## src/rtl/serial_frame_pkg.sv

```systemverilog
// ============================================================================
//  Module      : serial_frame_pkg
//  Description : Shared types and helpers for the serial frame receiver.
//                PARITY is only reachable with SERIAL_FRAME_RX_PARITY_EN.
//  Revision    : 1.0 - initial release
// ============================================================================
`default_nettype none

package serial_frame_pkg;

   typedef enum logic [1:0] {
      IDLE   = 2'd0,
      DATA   = 2'd1,
      PARITY = 2'd2,
      STOP   = 2'd3
   } rx_state_t;

   // Even-parity bit for a payload zero-extended to 32 bits.
   function automatic logic even_parity(input logic [31:0] payload);
      return ^payload;
   endfunction

endpackage

`default_nettype wire

```

## src/rtl/serial_frame_hold.sv

```systemverilog
// ============================================================================
//  Module      : serial_frame_hold
//  Description : One-entry valid/ready holding register; accepts a load in
//                the same cycle the current word is consumed.
//  Revision    : 1.0 - initial release
// ============================================================================
`default_nettype none

module serial_frame_hold #(
   parameter int DATA_W = 8
) (
   input  logic              clk,
   input  logic              rst,
   input  logic              load,
   input  logic [DATA_W-1:0] load_data,
   input  logic              ready_in,
   output logic [DATA_W-1:0] data_out,
   output logic              valid_out,
   output logic              free
);

   assign free = ~valid_out | ready_in;

   always_ff @(posedge clk or posedge rst) begin
      if (rst) begin
         data_out  <= '0;
         valid_out <= 1'b0;
      end else if (load) begin
         data_out  <= load_data;
         valid_out <= 1'b1;
      end else if (valid_out && ready_in) begin
         valid_out <= 1'b0;
      end
   end

endmodule

`default_nettype wire

```

## src/rtl/serial_frame_rx.sv

```systemverilog
// ============================================================================
//  Module      : serial_frame_rx
//  Description : Serial-to-parallel frame receiver (start, LSB-first payload,
//                optional even parity via SERIAL_FRAME_RX_PARITY_EN, stop).
//  Revision    : 1.0 - initial release
// ============================================================================
`default_nettype none

module serial_frame_rx
   import serial_frame_pkg::*;
#(
   parameter int   DATA_W   = 8,
   parameter logic IDLE_LVL = 1'b0
) (
   input  logic              clk,
   input  logic              rst,
   input  logic              bit_en,
   input  logic              serial_in,
   output logic [DATA_W-1:0] data_out,
   output logic              valid_out,
   input  logic              ready_in,
   output logic              busy,
   output logic              frame_err,
   output logic              overrun,
   input  logic              err_clr
);

   localparam int c_CNT_W = $clog2(DATA_W + 1);

   rx_state_t           r_state, w_state_nxt;
   logic [DATA_W-1:0]   r_shift, w_shift_nxt;
   logic [c_CNT_W-1:0]  r_cnt;
   logic                w_last_bit;
   logic                w_stop_smp;
   logic                w_good;
   logic                w_free;
   logic                w_load;

   assign w_last_bit = (r_cnt == c_CNT_W'(DATA_W - 1));
   assign busy       = (r_state != IDLE);

   always_comb begin
      w_state_nxt = r_state;
      w_stop_smp  = 1'b0;
      case (r_state)
         IDLE:    if (bit_en && (serial_in == ~IDLE_LVL)) w_state_nxt = DATA;
`ifdef SERIAL_FRAME_RX_PARITY_EN
         DATA:    if (bit_en && w_last_bit) w_state_nxt = PARITY;
`else
         DATA:    if (bit_en && w_last_bit) w_state_nxt = STOP;
`endif
         PARITY:  if (bit_en) w_state_nxt = STOP;
         STOP: begin
            if (bit_en) begin
               w_state_nxt = IDLE;
               w_stop_smp  = 1'b1;
            end
         end
         default: w_state_nxt = IDLE;
      endcase
   end

   always_ff @(posedge clk or posedge rst) begin
      if (rst) r_state <= IDLE;
      else     r_state <= w_state_nxt;
   end

   // New bits enter at the MSB so the first payload bit ends up in bit 0.
   always_comb begin
      w_shift_nxt             = r_shift >> 1;
      w_shift_nxt[DATA_W-1]   = serial_in;
   end

   always_ff @(posedge clk or posedge rst) begin
      if (rst) begin
         r_shift <= '0;
         r_cnt   <= '0;
      end else if (bit_en) begin
         if (r_state == IDLE) begin
            r_cnt <= '0;
         end else if (r_state == DATA) begin
            r_cnt   <= r_cnt + c_CNT_W'(1);
            r_shift <= w_shift_nxt;
         end
      end
   end

`ifdef SERIAL_FRAME_RX_PARITY_EN
   logic r_par_ok;

   always_ff @(posedge clk or posedge rst) begin
      if (rst)
         r_par_ok <= 1'b0;
      else if (bit_en && (r_state == PARITY))
         r_par_ok <= (even_parity(32'(r_shift)) == serial_in);
   end

   assign w_good = (serial_in == IDLE_LVL) & r_par_ok;
`else
   assign w_good = (serial_in == IDLE_LVL);
`endif

   assign w_load = w_stop_smp & w_good & w_free;

   // A fresh error in the same cycle as err_clr keeps the flag set.
   always_ff @(posedge clk or posedge rst) begin
      if (rst) begin
         frame_err <= 1'b0;
         overrun   <= 1'b0;
      end else begin
         if (w_stop_smp && !w_good)      frame_err <= 1'b1;
         else if (err_clr)               frame_err <= 1'b0;
         if (w_stop_smp && w_good && !w_free) overrun <= 1'b1;
         else if (err_clr)               overrun   <= 1'b0;
      end
   end

   serial_frame_hold #(
      .DATA_W (DATA_W)
   ) u_hold (
      .clk       (clk),
      .rst       (rst),
      .load      (w_load),
      .load_data (r_shift),
      .ready_in  (ready_in),
      .data_out  (data_out),
      .valid_out (valid_out),
      .free      (w_free)
   );

endmodule

`default_nettype wire
```

## config.mk

```make
export PLATFORM = sky130hd
export DESIGN_NAME = serial_frame_rx
export DESIGN_NICKNAME = d
export VERILOG_FILES = /design/src/rtl/serial_frame_pkg.sv /design/src/rtl/serial_frame_hold.sv /design/src/rtl/serial_frame_rx.sv
export SDC_FILE = /design/constraint.sdc
export NUM_CORES = 1
export LEC_CHECK = 0
export CAP_MARGIN = 10
export CELL_PAD_IN_SITES_DETAIL_PLACEMENT = 0
export CELL_PAD_IN_SITES_GLOBAL_PLACEMENT = 1
export CORE_MARGIN = 3
export CORE_UTILIZATION = 30
export DETAILED_ROUTE_END_ITERATION = 10
export PLACE_DENSITY_LB_ADDON = 0.25
export SLEW_MARGIN = 25
export SYNTH_ARGS = -nofsm -noshare
export SYNTH_HDL_FRONTEND = slang
export SYNTH_SLANG_ARGS = --single-unit
```

## constraint.sdc

```tcl
create_clock -name clk -period 1.73 [get_ports clk]
set_input_delay 0.346 -clock clk [delete_from_list [all_inputs] [get_ports clk]]
set_output_delay 0.346 -clock clk [all_outputs]
set_load 0.02 [all_outputs]
```

# --- After elaboration in Yosys (flattened, before gate mapping) ---
# Cells that the tools add are included.
word_totals:
  reg_bits: 25
  latch_bits: 0
  mem_bits_rw: 0
  rom_bits: 0
  inputBits: 6
  output_inout_bits: 12
  elab_cells: 52
  n_memories: 0
classes:
  addsub: 1
  n_mul: 0
  n_div: 0
  n_lt_le_gt_ge: 0
  eq_ne: 8
  n_shift: 0
  mux: 14
  bitwise_logic: 6
  n_reduce_logical: 16
op_table:
  columns: ["op", "n"]
  rows:
  - ["2-bit nonzero test", 5]
  - ["2-bit two-way mux", 4]
  - ["4-bit two-way mux", 2]
  - ["2-bit != test, second input constant", 4]
  - ["2-bit one-hot mux with 4 select lines", 1]
  - ["1-bit two-way mux", 7]
  - ["1-bit logical AND", 6]
  - ["4-bit by 1-bit adder with 4-bit output, second input constant", 1]
  - ["2-bit equality test, second input constant", 2]
  - ["4-bit by 3-bit equality test with 1-bit output, second input constant", 1]
  - ["4-bit AND reduction", 1]
  - ["1-bit inverter", 3]
  - ["3-bit AND reduction", 1]
  - ["1-bit AND", 2]
  - ["2-bit by 1-bit equality test with 1-bit output, second input constant", 1]
  - ["2-bit zero test", 1]
  - ["2-bit AND reduction", 1]
  - ["1-bit zero test", 1]
  - ["1-bit OR", 1]

# --- Logic depth before layout (Yosys ltp) ---
# Gate-level depths: netlist of run 1.
depth:
  word_depth: 5
  mapped_depth: 7
  ltp_nobuf: 6

# --- By module ---
# A second synthesis of run 1 with hierarchy kept.
unflattened:
  hier_cells: 86
  area_unflattened_um2: 1163.6
modules_own_cells:
  columns: ["mod", "instances", "cells_per_inst", "area_per_inst_um2"]
  rows:
  - ["serial_frame_rx", 1, 65, 790.8]
  - ["serial_frame_hold", 1, 21, 372.9]

# --- Worst setup path before layout of run 1 ---
# OpenSTA, ideal clock, no wires.
synth_path:
  kind: "reg-to-reg"
  from: "register r_state[0]"
  to: "register r_state[1]"
  setup_ns: 0.128
  t_arrival_ns: 1.440
  t_required_ns: 1.602
  setup_slack_ns: 0.162
  path_stages_with_launch: 7
  path_buffers: 0
  period_less_slack_ns: 1.568
  cell_sequence: "dfrtp_1 inv_1 ha_1 nor3_1 a21oi_1 o22ai_1 mux2_1"
synth_between:
  elab_chain_len: 3
synth_lines:
  columns: ["element", "line_no", "text"]
  rows:
  - ["start, declared", "serial_frame_rx.sv:30", "rx_state_t r_state, w_state_nxt;"]
  - ["start signal, assigned", "serial_frame_rx.sv:65", "else r_state <= w_state_nxt;"]
  - ["2-bit by 1-bit equality test with 1-bit output (tied with other cells)", "serial_frame_rx.sv:45", "case (r_state)"]
  - ["2-bit != test (no line)", null, null]
  - ["4-bit AND reduction (no line)", null, null]
# Parallel ways exist; a longest one is shown, timed or not.
# A chain may end at the register's enable or synchronous reset.

# --- Worst setup path after layout of run 1 ---
layout_path:
  from: "register r_state[0]"
  to: "output busy"
layout_between:
  elab_chain_len: 1
layout_lines:
  columns: ["element", "line_no", "text"]
  rows:
  - ["2-bit nonzero test", "serial_frame_rx.sv:40", "assign busy = (r_state != IDLE);"]
  - ["end, declared", "serial_frame_rx.sv:22", "output logic busy,"]
# Every way passes these cells.

==> results of run 1 <==
[worst paths after layout]
kind / endpoint / slack (ns)
worst max register to register: r_state[1] / 0.16
worst min register to register: r_shift[0] / 0.48
worst min-delay path: r_state[0] / 0.41
max in group asynchronous: r_state[1] / 1.08
min in group clk: r_shift[0] / 0.48
worst max-delay path: busy / 0.06
[metal layers]
metal  track usage  share of wire  vias to the layer above
met5             0              0                        -
met1         0.146           0.48                      373
met2         0.173           0.45                       17
li1              -              -                      405
met4        0.0532          0.014                        0
met3        0.0304          0.049                        4
[layout by cell type, fill, tap and decap left out, types with 3 or more instances in the layout]
cell type / instances
sky130_fd_sc_hd__buf_4: 9
sky130_fd_sc_hd__clkbuf_8: 3
sky130_fd_sc_hd__clkdlybuf4s50_1: 16
sky130_fd_sc_hd__dfrtp_1: 25
sky130_fd_sc_hd__ha_1: 4
sky130_fd_sc_hd__inv_1: 4
sky130_fd_sc_hd__inv_2: 3
sky130_fd_sc_hd__mux2_1: 6
sky130_fd_sc_hd__mux2_2: 3
sky130_fd_sc_hd__nand2_1: 28
sky130_fd_sc_hd__o21ai_0: 7
[power by group through the flow]
stage / sequential (uW) / clock, uW / combinational (uW)
final: 941 / 362 / 1010
after global placement: 947 / 0 / 962
after floorplan: 1030 / 0 / 473
after global routing: 973 / 397 / 1130
after detailed placement: 952 / 0 / 976
after CTS: 942 / 369 / 1000
[sequential cells by signal, indices dropped and copies added, names as in the netlist]
register	count
r_shift	8
u_hold.data_out	8
r_cnt	4
r_state	2
frame_err	1
overrun	1
u_hold.valid_out	1
[worst max-delay path, stage by stage (launching register included)]
cell and delay (ns):
sky130_fd_sc_hd__dfrtp_1 0.42, sky130_fd_sc_hd__inv_2 0.10, sky130_fd_sc_hd__ha_4 0.18, sky130_fd_sc_hd__inv_2 0.05, sky130_fd_sc_hd__dlygate4sd2_1 0.31
[through the flow]
stage / hold WS (ns) / total power (uW) / cell area, sq um / setup slack (ns) / cells
final: 0.413 / 2320 / 1470 / 0.0557 / 178
after global routing: 0.447 / 2500 / 1470 / 0.00764 / 178
after CTS: 0.436 / 2320 / 1470 / 0.0217 / 178
after detailed placement: 0.463 / 1930 / 1410 / -0.0573 / 174
after global placement: 0.454 / 1910 / 1410 / -0.0369 / 174
after floorplan: 0.373 / 1500 / 1110 / 0.162 / 104
[cell type report]
class | count | area (sq um) | area share
well taps | 46 | 57.6 | 0.0390
clock buffers | 3 | 41.3 | 0.0280
inverters | 7 | 26.3 | 0.0178
repair buffers | 27 | 256 | 0.174
flip-flops and latches | 25 | 626 | 0.424
multi-input cells | 69 | 459 | 0.312
clock inverters | 1 | 7.51 | 0.00509
[cells by family after synthesis]
| family | Yosys count | share of synthesized area |
|---|---|---|
| buffers and inverters | 10 | 0.0394 |
| flip-flops | 25 | 0.563 |
| AND/OR/NAND/NOR | 41 | 0.175 |
| adder cells (fa/ha/maj) | 5 | 0.0563 |
| multiplexers | 9 | 0.0912 |
| AO/OA/AOI/OAI | 14 | 0.0755 |
[what timing repair did]
| action | 4_1_cts | 5_1_grt |
|---|---|---|
| setup endpoints to repair | 1 | 2 |
| resized for setup | 3 | 3 |
| endpoints found under the hold margin | 0 | 0 |
==> impl_metrics.xml, run 1 <==
<?xml version="1.0" encoding="UTF-8"?>
<metrics>
  <group name="routing">
    <metric name="routed_via_density" unit="">4.49</metric>
    <metric name="drt-pass1-iter-count" unit="">4</metric>
    <metric name="route.detailed.wl_per_inst" unit="um">12.2</metric>
    <metric name="totalWireLength" unit="mm">2.18</metric>
    <metric name="first_iter_violations" unit="">41</metric>
    <metric name="remaining_drc_errors" unit="">0</metric>
    <metric name="num_vias" unit="">799</metric>
    <metric name="final_ant_viol_nets" unit="">0</metric>
  </group>
  <group name="pwr">
    <metric name="power_report.internal_total" unit="uW">1470</metric>
    <metric name="power.leakage" unit="uW">0.000708</metric>
    <metric name="power_density" unit="mW/mm^2">1570</metric>
    <metric name="combPwrFrac" unit="">0.437</metric>
    <metric name="switching_share" unit="">0.366</metric>
    <metric name="vdd_ir_drop_max" unit="uV">434</metric>
    <metric name="power.share.sequential" unit="">0.406</metric>
    <metric name="power_switching" unit="uW">848</metric>
    <metric name="pwr-share-clk" unit="">0.156</metric>
  </group>
  <group name="global_routing">
    <metric name="antenna_violations_before_repair" unit="">0</metric>
    <metric name="wire_length_of_the_first_global_routing_pass" unit="mm">3.77</metric>
    <metric name="globalRouteTotalUtil" unit="">0.113</metric>
    <metric name="first_global_vias" unit="">830</metric>
    <metric name="maximum_number_of_pins_on_one_net_before_global_route_repair" unit="">26</metric>
    <metric name="globalRouteOverflowTotal" unit="">0</metric>
  </group>
  <group name="timing">
    <metric name="min_period_over_period" unit="">0.968</metric>
    <metric name="rsz0062_at_grt" unit="">no</metric>
    <metric name="finalMaxSlewViolations" unit="">0</metric>
    <metric name="setup-violations-final" unit="">0</metric>
    <metric name="final-hold-violation-count" unit="">0</metric>
    <metric name="slew-limit-headroom" unit="">0.794</metric>
    <metric name="fmaxAchievable" unit="GHz">0.597</metric>
    <metric name="worst_clock_skew" unit="ns">0.00268</metric>
    <metric name="min_period" unit="ns">1.67</metric>
    <metric name="fin_setup_tns" unit="ns">0</metric>
    <metric name="tightest_slew" unit="ns">0.309</metric>
  </group>
  <group name="finish">
    <metric name="layout.core_utilization" unit="">0.428</metric>
    <metric name="area_growth_syn_to_layout" unit="%">32.7</metric>
    <metric name="fin_nets" unit="">144</metric>
    <metric name="insertedDiodeCount" unit="">0</metric>
    <metric name="final_layout_size_suffix_gt1_frac" unit="">0.182</metric>
    <metric name="fillers" unit="">327</metric>
  </group>
  <group name="place">
    <metric name="gp_congestion" unit="">0.806</metric>
    <metric name="port_buffers" unit="">17</metric>
    <metric name="hpwlAfterDp" unit="mm">1.52</metric>
  </group>
  <group name="synth">
    <metric name="count_of_flip_flops_with_a_built_in_enable_after_synthesis" unit="">0</metric>
    <metric name="ys_warnings" unit="">0</metric>
    <metric name="synth.most_common_cell" unit="">sky130_fd_sc_hd__nand2_1</metric>
    <metric name="synth-seq-cells" unit="">25</metric>
    <metric name="avgSynthCellArea" unit="sq um">10.7</metric>
    <metric name="post-synth-top-area-cell" unit="">sky130_fd_sc_hd__dfrtp_1</metric>
    <metric name="postSynth.asyncResetShare" unit="">1.00</metric>
    <metric name="synth.cells.most_frequent" unit="">sky130_fd_sc_hd__nand2_1 (28), sky130_fd_sc_hd__dfrtp_1 (25), sky130_fd_sc_hd__o21ai_0 (7)</metric>
    <metric name="synth_fp_nets" unit="">115</metric>
    <metric name="post_synth_instance_area" unit="sq mm">0.00111</metric>
    <metric name="post_synth_num_cell_types" unit="">24</metric>
    <metric name="seq_area_frac_synth" unit="">0.563</metric>
    <metric name="syn-instance-count" unit="">104</metric>
    <metric name="postSynth.topFlopCell" unit="">sky130_fd_sc_hd__dfrtp_1</metric>
    <metric name="synth_area_leaders" unit="">sky130_fd_sc_hd__dfrtp_1 (56%), sky130_fd_sc_hd__nand2_1 (9.5%), sky130_fd_sc_hd__mux2_1 (6.1%), sky130_fd_sc_hd__ha_1 (5.6%), sky130_fd_sc_hd__o21ai_0 (3.2%)</metric>
    <metric name="synthDominantCellAreaShare" unit="">0.563</metric>
  </group>
  <group name="setup_path">
    <metric name="criticalPathCategory" unit="">register to primary output</metric>
    <metric name="worstRegToRegCells" unit="">5</metric>
    <metric name="r2r_start" unit="">r_state[0]</metric>
    <metric name="critical_path_fanouts_max" unit="">4</metric>
    <metric name="crit_path_start" unit="">r_state[0]</metric>
    <metric name="arrival" unit="ns">1.33</metric>
    <metric name="worstPathRequired" unit="ns">1.38</metric>
    <metric name="timing.critical_path.from_type" unit="">register</metric>
    <metric name="critical_path_capture_point_type" unit="">primary output</metric>
  </group>
  <group name="floorplan">
    <metric name="fp.dieW" unit="um">66.9</metric>
    <metric name="io_pins" unit="">18</metric>
    <metric name="core_area" unit="sq mm">0.00344</metric>
    <metric name="die-area" unit="sq mm">0.00447</metric>
    <metric name="initial_utilization" unit="">0.323</metric>
    <metric name="die_height" unit="um">66.9</metric>
    <metric name="placementRows" unit="">21</metric>
  </group>
  <group name="clock_tree">
    <metric name="cts.hold.buffers_added" unit="">0</metric>
    <metric name="clkSinkCount" unit="">25</metric>
    <metric name="cts-root-buf" unit="">sky130_fd_sc_hd__clkbuf_8</metric>
    <metric name="cts.htree.levels" unit="">1</metric>
    <metric name="cts_max_path_buffers" unit="">2</metric>
    <metric name="worstSkewPairLatency" unit="ns">0.27</metric>
    <metric name="postCtsSetupBuffers" unit="">0</metric>
    <metric name="cts-buffers-inserted" unit="">3</metric>
    <metric name="clk_transition_reported_paths" unit="ns">0.09</metric>
    <metric name="tritoncts_clock_tree" unit="">built</metric>
  </group>
  <group name="outcome">
    <metric name="outcome" unit="">complete, no violations</metric>
  </group>
  <group name="worst_hold_path">
    <metric name="hold_class" unit="">primary input to asynchronous set/reset pin</metric>
  </group>
  <group name="flow_run">
    <metric name="drv_cap" unit="">0</metric>
  </group>
</metrics>
Power figures use the tool's default switching activity.
==> inputs of run 2 (changes only) <==
- CORE_UTILIZATION: 30 -> 40
==> run 2 against run 1 <==
Worst setup slack gained 0.026 ns. Power decreased by 3.8%. Via count up 4.8%. Worst hold slack got worse by 0.052 ns. Maximum frequency increased by 1.6%. Register-to-register slack lost 0.05 ns. Critical endpoint is now data_out[0]. Largest power group unchanged.
==> impl_metrics.xml, run 2 (synthesis gave the netlist of run 1 again) <==
<?xml version="1.0" encoding="UTF-8"?>
<metrics>
  <group name="pwr">
    <metric name="vdd_ir_drop_max" unit="uV">867</metric>
    <metric name="power_density" unit="mW/mm^2">1540</metric>
    <metric name="power.leakage" unit="uW">0.000720</metric>
  </group>
  <group name="global_routing">
    <metric name="wire_length_of_the_first_global_routing_pass" unit="mm">3.61</metric>
    <metric name="globalRouteTotalUtil" unit="">0.142</metric>
    <metric name="maximum_number_of_pins_on_one_net_before_global_route_repair" unit="">26</metric>
    <metric name="globalRouteOverflowTotal" unit="">0</metric>
    <metric name="first_global_vias" unit="">803</metric>
    <metric name="antenna_violations_before_repair" unit="">0</metric>
  </group>
  <group name="clock_tree">
    <metric name="tritoncts_clock_tree" unit="">built</metric>
    <metric name="clk_transition_reported_paths" unit="ns">0.14</metric>
    <metric name="cts.htree.levels" unit="">1</metric>
    <metric name="clkSinkCount" unit="">25</metric>
    <metric name="cts-root-buf" unit="">sky130_fd_sc_hd__clkbuf_4</metric>
    <metric name="cts-buffers-inserted" unit="">3</metric>
    <metric name="cts_max_path_buffers" unit="">2</metric>
    <metric name="cts.hold.buffers_added" unit="">0</metric>
    <metric name="worstSkewPairLatency" unit="ns">0.32</metric>
  </group>
  <group name="finish">
    <metric name="layout.core_utilization" unit="">0.562</metric>
    <metric name="final-instance-count-excl-fill" unit="">163</metric>
    <metric name="area_growth_syn_to_layout" unit="%">30.0</metric>
    <metric name="design_area" unit="sq mm">0.00144</metric>
    <metric name="mostFrequentLayoutCells" unit="">sky130_fd_sc_hd__nand2_1 (28), sky130_fd_sc_hd__dfrtp_1 (25), sky130_fd_sc_hd__clkdlybuf4s50_1 (15), sky130_fd_sc_hd__buf_4 (10), sky130_fd_sc_hd__o21ai_0 (7)</metric>
    <metric name="fillers" unit="">237</metric>
    <metric name="fin_nets" unit="">145</metric>
    <metric name="biggestRegsByFlops" unit="">r_shift x8, u_hold.data_out x8, r_cnt x4</metric>
    <metric name="layout_commonest_cell" unit="">sky130_fd_sc_hd__nand2_1</metric>
    <metric name="final_layout_size_suffix_gt1_frac" unit="">0.203</metric>
    <metric name="insertedDiodeCount" unit="">0</metric>
  </group>
  <group name="setup_path">
    <metric name="timing.critical_path.to" unit="">data_out[0]</metric>
    <metric name="crit_buf_inv" unit="">1</metric>
    <metric name="regToRegSetupSlack" unit="ns">0.11</metric>
    <metric name="arrival" unit="ns">1.30</metric>
    <metric name="timing.rr.end" unit="">r_state[1]</metric>
    <metric name="crit_path_start" unit="">u_hold.data_out[0]</metric>
    <metric name="worstRegToRegCells" unit="">6</metric>
    <metric name="crit_path_cell_trace" unit="">clkdlybuf4s50_1</metric>
    <metric name="critical-path-top-delay-family" unit="">buffers and inverters</metric>
    <metric name="r2r_start" unit="">r_state[1]</metric>
    <metric name="worstPathRequired" unit="ns">1.38</metric>
    <metric name="timing.critical_path.from_type" unit="">register</metric>
    <metric name="cp.depth" unit="">1</metric>
    <metric name="critical_path_fanouts_max" unit="">2</metric>
    <metric name="critPathSlowestCell" unit="">sky130_fd_sc_hd__clkdlybuf4s50_1</metric>
    <metric name="crit_path_max_incr_delay" unit="ns">0.60</metric>
    <metric name="critical_path_capture_point_type" unit="">primary output</metric>
    <metric name="criticalPathCategory" unit="">register to primary output</metric>
  </group>
  <group name="routing">
    <metric name="first_iter_violations" unit="">24</metric>
    <metric name="num_vias" unit="">837</metric>
    <metric name="routed_via_density" unit="">5.13</metric>
    <metric name="route.detailed.wl_per_inst" unit="um">13.2</metric>
    <metric name="final_ant_viol_nets" unit="">0</metric>
    <metric name="remaining_drc_errors" unit="">0</metric>
    <metric name="drt-pass1-iter-count" unit="">4</metric>
    <metric name="totalWireLength" unit="mm">2.14</metric>
  </group>
  <group name="floorplan">
    <metric name="die-area" unit="sq mm">0.00345</metric>
    <metric name="core_area" unit="sq mm">0.00257</metric>
    <metric name="die_height" unit="um">58.7</metric>
    <metric name="io_pins" unit="">18</metric>
    <metric name="placementRows" unit="">18</metric>
    <metric name="initial_utilization" unit="">0.433</metric>
    <metric name="fp.dieW" unit="um">58.7</metric>
  </group>
  <group name="timing">
    <metric name="worst_clock_skew" unit="ns">0.00409</metric>
    <metric name="fmaxAchievable" unit="GHz">0.607</metric>
    <metric name="finalMaxSlewViolations" unit="">0</metric>
    <metric name="final-hold-violation-count" unit="">0</metric>
    <metric name="min_period" unit="ns">1.65</metric>
    <metric name="rsz0062_at_grt" unit="">no</metric>
    <metric name="setup-violations-final" unit="">0</metric>
    <metric name="min_period_over_period" unit="">0.953</metric>
    <metric name="slew-limit-headroom" unit="">0.744</metric>
    <metric name="post-route-worst-setup-slack" unit="ns">0.0817</metric>
    <metric name="tightest_slew" unit="ns">0.379</metric>
    <metric name="fin_setup_tns" unit="ns">0</metric>
  </group>
  <group name="place">
    <metric name="detailedPlace.worstSlack" unit="ns">-0.0318</metric>
    <metric name="gp_congestion" unit="">0.803</metric>
    <metric name="placed_area" unit="sq mm">0.00139</metric>
    <metric name="hpwlAfterDp" unit="mm">1.54</metric>
    <metric name="dp_cell_count" unit="">158</metric>
    <metric name="port_buffers" unit="">17</metric>
  </group>
  <group name="worst_hold_path">
    <metric name="hold_class" unit="">primary input to asynchronous set/reset pin</metric>
  </group>
  <group name="flow_run">
    <metric name="drv_cap" unit="">0</metric>
  </group>
  <group name="outcome">
    <metric name="outcome" unit="">complete, no violations</metric>
  </group>
</metrics>
run 2: where the power goes:
part,leakage [uW],switching (uW),total (uW),internal (uW)
registers,0.000330,137,935,798
clock network,0.0000139,178,266,88.2
logic,0.000376,524,1030,503
total,0.000720,839,2230,1390
run 2: through the flow:
step	total power [uW]	hold WS (ns)
4_1_cts	2250	0.369
3_5_place_dp	1920	0.474
2_1_floorplan	1500	0.373
6_report	2230	0.361
3_3_place_gp	1890	0.461
5_1_grt	2410	0.377
run 2: worst min path at each step:
| stage | to | from | cells past startpoint |
|---|---|---|---|
| after floorplan | frame_err | rst | 1 |
| after global placement | r_shift[0] | r_shift[0] | 2 |
| after detailed placement | u_hold.data_out[1] | u_hold.data_out[1] | 1 |
| after CTS | r_shift[5] | rst | 3 |
| after global routing | u_hold.data_out[4] | rst | 3 |
| final | u_hold.data_out[3] | rst | 3 |
run 2: layout make-up:
class                           count  area, sq um  share of cell area
Tap cell                           30         37.5              0.0260
Clock buffer                        3         22.5              0.0156
Multi-Input combinational cell     69          462               0.320
Timing Repair Buffer               28          263               0.182
Inverter                            7         26.3              0.0182
Clock inverter                      1         7.51             0.00520
Sequential cell                    25          626               0.433
run 2: worst reg2reg max path, cell delays in order, from the launching register on:
cell and delay (ns):
sky130_fd_sc_hd__dfrtp_1 0.41, sky130_fd_sc_hd__buf_4 0.15, sky130_fd_sc_hd__ha_1 0.19, sky130_fd_sc_hd__nor3_2 0.22
sky130_fd_sc_hd__a21oi_1 0.06, sky130_fd_sc_hd__o22ai_1 0.16, sky130_fd_sc_hd__mux2_1 0.34
run 2: repair_timing:
| action | CTS | global route |
|---|---|---|
| setup endpoints to repair | 2 | 3 |
| gates resized for setup | 5 | 5 |
| pin swaps | 0 | 1 |
| buffers inserted | 1 | 0 |
| hold endpoints to repair | 0 | 0 |
run 2: layer usage:
layer  GRT usage  vias up  wire length [um]
met3      0.0197        2               118
met1       0.189      402               969
li1            -      413                 -
met4      0.0680        0                14
met2       0.228       20              1040
met5           0        -                 0
==> inputs of run 3 (changes only) <==
- CAP_MARGIN: 10 -> 20
- CORE_UTILIZATION: 40 -> 42
- SYNTH_HIERARCHICAL: default -> 1
- TNS_END_PERCENT: default -> 20
==> run 3 against run 2 <==
Final cell count shrank 10%. Highest routed layer unchanged. Combinational power up 15%. Clock skew rose by 0.0033 ns. Synthesized cell count fell by 17%. First-iteration DRC count shrank 25%. Register-to-register slack worse by 0.02 ns. Critical path depth unchanged. Flip-flop and latch count is the same. Largest cell class unchanged. Critical path type unchanged. Design area is 2.9% higher.
==> impl_metrics.xml, run 3 <==
<?xml version="1.0" encoding="UTF-8"?>
<metrics>
  <group name="clock_tree">
    <metric name="cts-root-buf" unit="">sky130_fd_sc_hd__clkbuf_4</metric>
    <metric name="clk_transition_reported_paths" unit="ns">0.15</metric>
    <metric name="cts_max_path_buffers" unit="">2</metric>
    <metric name="cts-buffers-inserted" unit="">3</metric>
    <metric name="clkSinkCount" unit="">25</metric>
    <metric name="worstSkewPairLatency" unit="ns">0.32</metric>
    <metric name="cts.htree.levels" unit="">1</metric>
    <metric name="tritoncts_clock_tree" unit="">built</metric>
    <metric name="postCtsSetupBuffers" unit="">0</metric>
  </group>
  <group name="setup_path">
    <metric name="crit_buf_inv" unit="">1</metric>
    <metric name="critical_path_capture_point_type" unit="">primary output</metric>
    <metric name="arrival" unit="ns">1.32</metric>
    <metric name="timing.critical_path.from_type" unit="">register</metric>
    <metric name="critical_path_fanouts_max" unit="">2</metric>
    <metric name="criticalPathCategory" unit="">register to primary output</metric>
    <metric name="crit_path_cell_trace" unit="">clkdlybuf4s50_1</metric>
    <metric name="worstPathRequired" unit="ns">1.38</metric>
    <metric name="crit_path_max_incr_delay" unit="ns">0.61</metric>
    <metric name="critical-path-top-delay-family" unit="">buffers and inverters</metric>
    <metric name="critPathSlowestCell" unit="">sky130_fd_sc_hd__clkdlybuf4s50_1</metric>
  </group>
  <group name="floorplan">
    <metric name="die-area" unit="sq mm">0.00344</metric>
    <metric name="fp.dieW" unit="um">58.6</metric>
    <metric name="placementRows" unit="">18</metric>
    <metric name="io_pins" unit="">18</metric>
    <metric name="initial_utilization" unit="">0.457</metric>
    <metric name="die_height" unit="um">58.6</metric>
    <metric name="core_area" unit="sq mm">0.00254</metric>
  </group>
  <group name="timing">
    <metric name="slew-limit-headroom" unit="">0.785</metric>
    <metric name="tightest_slew" unit="ns">0.323</metric>
    <metric name="min_period_over_period" unit="">0.964</metric>
    <metric name="worst_clock_skew" unit="ns">0.00737</metric>
    <metric name="final-hold-violation-count" unit="">0</metric>
    <metric name="post-route-worst-setup-slack" unit="ns">0.0626</metric>
    <metric name="rsz0062_at_grt" unit="">yes</metric>
    <metric name="min_period" unit="ns">1.67</metric>
    <metric name="setup-violations-final" unit="">0</metric>
    <metric name="finalMaxSlewViolations" unit="">0</metric>
    <metric name="fmaxAchievable" unit="GHz">0.600</metric>
  </group>
  <group name="pwr">
    <metric name="power.leakage" unit="uW">0.000701</metric>
    <metric name="power_density" unit="mW/mm^2">1660</metric>
    <metric name="vdd_ir_drop_max" unit="uV">1110</metric>
  </group>
  <group name="synth">
    <metric name="synth_area_leaders" unit="">sky130_fd_sc_hd__dfrtp_1 (54%), sky130_fd_sc_hd__mux2_4 (10%), sky130_fd_sc_hd__mux2_1 (8.7%), sky130_fd_sc_hd__ha_1 (5.4%), sky130_fd_sc_hd__inv_1 (2.6%)</metric>
    <metric name="ys_warnings" unit="">6</metric>
    <metric name="synth.most_common_cell" unit="">sky130_fd_sc_hd__dfrtp_1</metric>
    <metric name="synthDominantCellAreaShare" unit="">0.538</metric>
    <metric name="postSynth.topFlopCell" unit="">sky130_fd_sc_hd__dfrtp_1</metric>
    <metric name="syn-instance-count" unit="">86</metric>
    <metric name="post_synth_num_cell_types" unit="">28</metric>
    <metric name="avgSynthCellArea" unit="sq um">13.5</metric>
    <metric name="count_of_flip_flops_with_a_built_in_enable_after_synthesis" unit="">0</metric>
    <metric name="postSynth.asyncResetShare" unit="">1.00</metric>
    <metric name="synth_fp_nets" unit="">97</metric>
    <metric name="post-synth-top-area-cell" unit="">sky130_fd_sc_hd__dfrtp_1</metric>
    <metric name="synth-seq-cells" unit="">25</metric>
    <metric name="post_synth_instance_area" unit="sq mm">0.00116</metric>
    <metric name="seq_area_frac_synth" unit="">0.538</metric>
    <metric name="synth.cells.most_frequent" unit="">sky130_fd_sc_hd__dfrtp_1 (25), sky130_fd_sc_hd__mux2_1 (9), sky130_fd_sc_hd__inv_1 (8), sky130_fd_sc_hd__mux2_4 (8), sky130_fd_sc_hd__ha_1 (5)</metric>
  </group>
  <group name="finish">
    <metric name="fillers" unit="">219</metric>
    <metric name="final_layout_size_suffix_gt1_frac" unit="">0.267</metric>
    <metric name="area_growth_syn_to_layout" unit="%">27.7</metric>
    <metric name="insertedDiodeCount" unit="">0</metric>
    <metric name="layout_commonest_cell" unit="">sky130_fd_sc_hd__dfrtp_1</metric>
    <metric name="biggestRegsByFlops" unit="">r_shift x8, u_hold/data_out x8, r_cnt x4</metric>
    <metric name="design_area" unit="sq mm">0.00149</metric>
    <metric name="fin_nets" unit="">128</metric>
    <metric name="mostFrequentLayoutCells" unit="">sky130_fd_sc_hd__dfrtp_1 (25), sky130_fd_sc_hd__clkdlybuf4s50_1 (15), sky130_fd_sc_hd__buf_4 (11), sky130_fd_sc_hd__mux2_1 (9), sky130_fd_sc_hd__mux2_4 (8)</metric>
  </group>
  <group name="flow_run">
    <metric name="drv_cap" unit="">0</metric>
  </group>
  <group name="global_routing">
    <metric name="first_global_vias" unit="">786</metric>
    <metric name="maximum_number_of_pins_on_one_net_before_global_route_repair" unit="">17</metric>
    <metric name="globalRouteOverflowTotal" unit="">0</metric>
    <metric name="globalRouteTotalUtil" unit="">0.131</metric>
    <metric name="antenna_violations_before_repair" unit="">0</metric>
    <metric name="wire_length_of_the_first_global_routing_pass" unit="mm">3.48</metric>
  </group>
  <group name="routing">
    <metric name="routed_via_density" unit="">5.05</metric>
    <metric name="first_iter_violations" unit="">18</metric>
    <metric name="remaining_drc_errors" unit="">0</metric>
    <metric name="route.detailed.wl_per_inst" unit="um">13.8</metric>
    <metric name="totalWireLength" unit="mm">2.02</metric>
    <metric name="num_vias" unit="">738</metric>
    <metric name="drt-pass1-iter-count" unit="">4</metric>
    <metric name="final_ant_viol_nets" unit="">0</metric>
  </group>
  <group name="place">
    <metric name="hpwlAfterDp" unit="mm">1.50</metric>
    <metric name="gp_congestion" unit="">0.777</metric>
    <metric name="detailedPlace.worstSlack" unit="ns">-0.123</metric>
    <metric name="placed_area" unit="sq mm">0.00143</metric>
    <metric name="port_buffers" unit="">17</metric>
  </group>
  <group name="worst_hold_path">
    <metric name="hold_class" unit="">primary input to asynchronous set/reset pin</metric>
  </group>
  <group name="outcome">
    <metric name="outcome" unit="">complete, no violations</metric>
  </group>
</metrics>
[run 3: metal layers]
metal	vias to the layer above	wire length [um]	global-route usage	part of all wire
met1	364	854	0.170	0.42
met3	2	91	0.0395	0.045
met5	-	0	0	0
li1	358	-	-	-
met4	0	10	0.0194	0.0050
met2	14	1060	0.220	0.53
[run 3: area by class of cell]
| class | instances | area [sq um] | area share |
|---|---|---|---|
| multi-input cells | 49 | 498 | 0.335 |
| clock buffers | 3 | 22.5 | 0.0152 |
| flip-flops and latches | 25 | 626 | 0.421 |
| well taps | 30 | 37.5 | 0.0253 |
| clock inverters | 1 | 7.51 | 0.00505 |
| repair buffers | 29 | 262 | 0.176 |
| inverters | 9 | 33.8 | 0.0227 |
[run 3: timing repair]
| item | CTS | global route |
|---|---|---|
| pin swaps | 0 | 1 |
| setup endpoints to repair | 1 | 12 |
| cloned | 0 | 1 |
| endpoints found under the hold margin | 0 | 0 |
| hold buffers | 0 | 0 |
| resized for setup | 3 | 6 |
[run 3: final timing paths]
| check | slack [ns] | depth (start not counted) | to | from |
|---|---|---|---|---|
| worst min register to register | 0.52 | 1 | r_shift[4] | r_shift[5] |
| max in group asynchronous | 1.20 | 3 | r_cnt[0] | rst |
| min in group clk | 0.52 | 1 | r_shift[4] | r_shift[5] |
| worst min-delay path | 0.28 | 2 | u_hold/valid_out | rst |
| worst max-delay path | 0.06 | 1 | data_out[7] | u_hold/data_out[7] |
| worst max register to register | 0.09 | 6 | u_hold/data_out[2] | r_state[0] |
[run 3: report_power, final]
group,internal [uW],switching (uW)
clock network,88.4,184
logic,664,514
registers,842,176
[run 3: logic make-up (layout without fill, tap and decap cells)]
logic type | Yosys count | count (layout) | synth area share
AND/OR/NAND/NOR | 13 | 13 | 0.0806
AO/OA/AOI/OAI | 13 | 13 | 0.0796
buffers and inverters | 12 | 42 | 0.0495
multiplexers | 18 | 18 | 0.199
flip-flops | 25 | 25 | 0.538
adder cells (fa/ha/maj) | 5 | 5 | 0.0538
[run 3: per-stage QoR]
step	cells	total power, uW	TNS, ns	utilization	hold WS [ns]
detailed placement	141	2210	-1.02	0.562	0.494
global route	146	2660	-0.126	0.584	0.296
finish	146	2470	0	0.584	0.282
global placement	141	2170	-1.01	0.562	0.485
floorplan	86	1740	0	-	0.174
CTS	145	2480	0	0.574	0.289
